**config.mk**
```make
export PLATFORM = sky130hd
export DESIGN_NAME = truth_table_probe
export DESIGN_NICKNAME = d
export VERILOG_FILES = /design/src/rtl/truth_table_probe.sv
export SDC_FILE = /design/constraint.sdc
export NUM_CORES = 1
export LEC_CHECK = 0
export CORE_MARGIN = 10
export CORE_UTILIZATION = 57
export DETAILED_ROUTE_END_ITERATION = 10
export PLACE_DENSITY_LB_ADDON = 0.2
export SLEW_MARGIN = 20
export SYNTH_ARGS = -nofsm -noshare
export SYNTH_HDL_FRONTEND = slang
export SYNTH_SLANG_ARGS = --single-unit
```
**constraint.sdc**
```tcl
create_clock -name clk -period 5.95 [get_ports clk]
set_input_delay 1.785 -clock clk [delete_from_list [all_inputs] [get_ports clk]]
set_output_delay 1.785 -clock clk [all_outputs]
set_load 0.02 [all_outputs]
```
**src/rtl/truth_table_probe.sv**
```systemverilog
// truth_table_probe: sweeps the four {x1,x0} input vectors through a
// two-input combinational block under test. After a programmable settle
// time it samples NUM_CH response lines for each vector. The completed
// 4-bit truth table of every channel is returned over a valid/ready
// handshake.
module truth_table_probe #(
  parameter int NUM_CH        = 18,
  parameter int SETTLE_CYCLES = 2    // legal range 0..15
) (
  input  logic                  clk,
  input  logic                  rst,
  input  logic                  start,
  output logic                  busy,
  output logic                  x0,
  output logic                  x1,
  input  logic [NUM_CH-1:0]     sense,
  output logic                  tt_valid,
  input  logic                  tt_ready,
  output logic [4*NUM_CH-1:0]   tt_data,
  output logic [NUM_CH-1:0]     const_mask
);

  typedef enum logic [1:0] {
    IDLE  = 2'd0,
    DRIVE = 2'd1,
    HOLD  = 2'd2
  } state_t;

  // Last settle count of a vector slot; each slot lasts SETTLE_CYCLES+1 cycles.
  localparam logic [3:0] SETTLE_LAST = 4'(SETTLE_CYCLES);

  state_t              state;
  logic [1:0]          vec;
  logic [3:0]          settle;
  logic [4*NUM_CH-1:0] work;       // partially collected table
  logic [4*NUM_CH-1:0] captured;   // work with the current sense merged in
  logic [NUM_CH-1:0]   mask_next;
  logic                slot_end;

  // The current vector slot ends at the next edge.
  always_comb begin
    slot_end = (settle == SETTLE_LAST);
  end

  // Merge the live sense lines into bit 'vec' of every channel's nibble.
  always_comb begin
    // NOTE: every combinational output gets a default first so no path leaves it unassigned (no latch).
    captured = work;
    for (int i = 0; i < NUM_CH; i++) begin
      captured[4*i + int'(vec)] = sense[i];
    end
  end

  // A channel is constant when its completed table is all zeros or all ones.
  always_comb begin
    mask_next = '0;
    for (int i = 0; i < NUM_CH; i++) begin
      mask_next[i] = (captured[4*i +: 4] == 4'h0) || (captured[4*i +: 4] == 4'hF);
    end
  end

  // Sweep sequencer: drives the vectors, captures the responses, and holds the result.
  always_ff @(posedge clk) begin
    // NOTE: state uses non-blocking assignments so every register samples pre-edge values.
    if (rst) begin
      // NOTE: the result and work registers are cleared as well, so no stale partial table survives a reset.
      state      <= IDLE;
      vec        <= 2'd0;
      settle     <= 4'd0;
      busy       <= 1'b0;
      x0         <= 1'b0;
      x1         <= 1'b0;
      tt_valid   <= 1'b0;
      tt_data    <= '0;
      const_mask <= '0;
      work       <= '0;
    end else begin
      case (state)
        IDLE: begin
          if (start) begin
            state    <= DRIVE;
            busy     <= 1'b1;
            vec      <= 2'd0;
            settle   <= 4'd0;
            {x1, x0} <= 2'd0;
            work     <= '0;
          end
        end

        DRIVE: begin
          if (slot_end) begin
            work   <= captured;
            settle <= 4'd0;
            if (vec == 2'd3) begin
              // The table is complete: present it and park the stimulus at 00.
              state      <= HOLD;
              busy       <= 1'b0;
              tt_valid   <= 1'b1;
              tt_data    <= captured;
              const_mask <= mask_next;
              {x1, x0}   <= 2'd0;
            end else begin
              vec      <= vec + 2'd1;
              {x1, x0} <= vec + 2'd1;
            end
          end else begin
            settle <= settle + 4'd1;
          end
        end

        HOLD: begin
          // start is deliberately ignored here, even in the handshake cycle.
          if (tt_ready) begin
            tt_valid <= 1'b0;
            state    <= IDLE;
          end
        end

        default: begin
          state    <= IDLE;
          busy     <= 1'b0;
          tt_valid <= 1'b0;
          {x1, x0} <= 2'd0;
        end
      endcase
    end
  end

endmodule
```
==> metrics.yaml <==
synthesis:
  syn_avg_cell_area_sq_um: 9.209
  synth_top_area_frac: 0.4881
  synth_edf_count: 0
  netlist.top_cell.by_area: "dfxtp_1"
  synthFlopType: "dfxtp_1"
  synth-seq-area-share: 0.4881
  ys_seq_elements: 174
  synth_cell_types: 45
  synthesis.yosys.warnings: 0
  netlist_instances: 775
  syn-cell-area_sq_um: 7137
  async_reset_ff_frac: 0
  ys_top_cells_by_area: "dfxtp_1 49%, mux2i_1 9.1%, a211oi_1 6.8%, nand2_1 5.2%, nor2_1 4.1%"
  syn-num-nets: 807
detailed_routing:
  drc: 0
  wl_per_cell_um: 17.91
  drt-total-wl_um: 18540
  drt_iter0_drc: 522
  via_count: 6073
  ant_nets: 0
  first_pass_iters: 5
  vias_per_cell: 5.868
worst_setup_path:
  slowest_stage: "o31ai_4"
  critPathBufInv: 2
  worstSetupPathType: "input pin to flop"
  crit_arrival_ns: 3.88
  worst-path-max-fanout: 27
  cp_top_family: "compound AO/OA/AOI/OAI gates"
  worstPathCellList: "clkdlybuf4s50_1, nor2b_1, o31ai_4, buf_4, a21boi_0"
  worstPathRequired_ns: 6.30
  critPathMaxStageDelay_ns: 0.80
  end_kind: "flop"
  worst_setup_path_start_kind: "input pin"
floorplan:
  core_region_area_sq_um: 12110
  num_io_pins: 116
  die_x_um: 131.9
  die_h_um: 131.9
  num_rows: 40
  initial_utilization: 0.5893
  die_area_sq_um: 17400
timing:
  worst_slew_pin_slew_ns: 0.9658
  clock_skew_ns: 0.005350
  hold_viol: 0
  timing.setup.tns_ns: 0
  setup_slack_ns: 2.418
  maxSlewHeadroom: 0.3562
  max_clock_freq_ghz: 0.2831
  maxSlewViolCount: 0
  rsz0062_at_grt: "false"
  fin_crit_ns: 3.532
  setup_violations: 0
  fin_crit_sh: 0.5936
finish:
  insertedDiodeCount: 0
  fillers: 920
  fin_util: 0.7292
  areaGrowthSynthToFinish_pct: 23.76
  register_area_sq_um: 3483
  drive_gt1_frac: 0.05767
  multi_input_area_sq_um: 3282
  nets: 886
flow_run:
  maxCapViolCount: 0
clock_network:
  clockRootBuffer: "clkbuf_16"
  cts_buffers: 17
  post_cts_buffers: 0
  cts_max_level: 4
  path_clk_slew_ns: 0.06
  cts_tree: "yes"
  cts_sinks: 174
  cts_buffer_depth: 2
  cts_hold_buf: 0
  clkLatencyLatePin_ns: 0.43
  ctsResizeCount: 0
power_and_ir_drop:
  cellPowerDensity_nw_per_um2: 269.8
  p_leak_nw: 2.902
  ir_drop_mv: 0.1720
placement:
  portBuffers: 115
  post-dp-hpwl_um: 12430
  post-place-ws_ns: 1.973
  gp_congestion: 0.8282
hold_path:
  hp-class: "flop to flop"
run_status:
  status: "completed"
global_routing:
  grt_pass1_wl_um: 29860
  grt_start_max_net_pins: 117
  grt_overflow: 0
  grt_usage: 0.2058
  antenna_found_initial: 0
  grt_pass1_vias: 5848
## routing by layer
layer / vias to the layer above / GRT usage / routed length [um]
li1: 2953 / - / -
met1: 2903 / 0.2421 / 7862
met2: 186 / 0.3497 / 9160
met3: 31 / 0.05907 / 1233
met4: 0 / 0.06984 / 286
met5: - / 0 / 0
## where the power goes
part           internal (mW)  total [mW]  switching, mW  leakage (nW)
clock network          0.675        1.12          0.447         0.298
registers               1.17        1.17        0.00294          1.40
logic                 0.0310      0.0895         0.0585          1.20
## Yosys cell counts (5+ instances only)
master    count
nand2b_1      8
buf_4         6
buf_2        24
a211oi_1     65
nor3_1        5
o21ai_0      52
buf_6         8
a31oi_1       7
nor4_1        9
ha_1         10
nor2_1       78
mux2i_1      65
clkbuf_1     24
inv_1         8
nand4_1       9
a311oi_1      6
o21bai_1      7
nand3_1      15
nand2_1      99
or4_1         8
a41oi_1      10
a21oi_1      41
dfxtp_1     174
## final cells by class
class,count,share of cell area
clock buffers,19,0.05128
clock inverters,13,0.01643
inverters,8,0.003400
multi-input cells,530,0.3716
flip-flops and latches,174,0.3944
well taps,168,0.02380
repair buffers,123,0.1391
## cells in the final DEF, fill, tap and decap left out, types with 8 or more instances in the layout
| master | instances |
|---|---|
| buf_4 | 8 |
| nand2b_1 | 8 |
| a21oi_1 | 41 |
| nor2_1 | 78 |
| mux2i_1 | 65 |
| o21ai_0 | 52 |
| clkbuf_16 | 17 |
| a41oi_1 | 10 |
| inv_1 | 8 |
| nand4_1 | 9 |
| or4_1 | 8 |
| a211oi_1 | 65 |
| clkinv_2 | 8 |
| nand2_1 | 99 |
| clkdlybuf4s50_1 | 114 |
| nor4_1 | 9 |
| ha_1 | 9 |
| nand3_1 | 15 |
| dfxtp_1 | 174 |
## state kept, by name, summed over array words and instances (netlist names)
name,count
tt_valid,1
const_mask,18
state,2
x1,1
busy,1
tt_data,72
work,72
settle,4
vec,2
x0,1
## tightest hold or removal path: stages, from the launching register on
cell	delay, ns
dfxtp_1	0.31
nand2_1	0.05
a21oi_1	0.05
## per-stage QoR
stage                     hold slack (ns)  std cells  power, mW  instance area, sq um
after global placement             0.4323       1002      1.282                  8204
after floorplan                    0.4244        775      1.249                  7137
after CTS                          0.4556       1034      2.389                  8802
final                              0.4541       1035      2.383                  8832
after global routing               0.4750       1035      2.446                  8832
after detailed placement           0.4415       1002      1.285                  8204
## path summary, 6_finish.rpt
path,startpoint,end,slack [ns],cells past startpoint
setup / recovery,start,settle[2],2.42,5
hold reg to reg,work[67],work[67],0.45,2
setup reg to reg,vec[0],tt_data[20],2.72,6
hold / removal,work[67],work[67],0.45,2
## kinds of logic (layout without fill, tap and decap cells)
group | after synthesis | in the layout | synth area share
AND/OR/NAND/NOR | 243 | 243 | 0.1524
AO/OA/AOI/OAI | 212 | 212 | 0.1978
flip-flops | 174 | 174 | 0.4881
buffers and inverters | 71 | 163 | 0.05312
multiplexers | 65 | 65 | 0.09116
adder cells (fa/ha/maj) | 10 | 10 | 0.01753
Note: power is estimated with default switching activity, not from simulation.
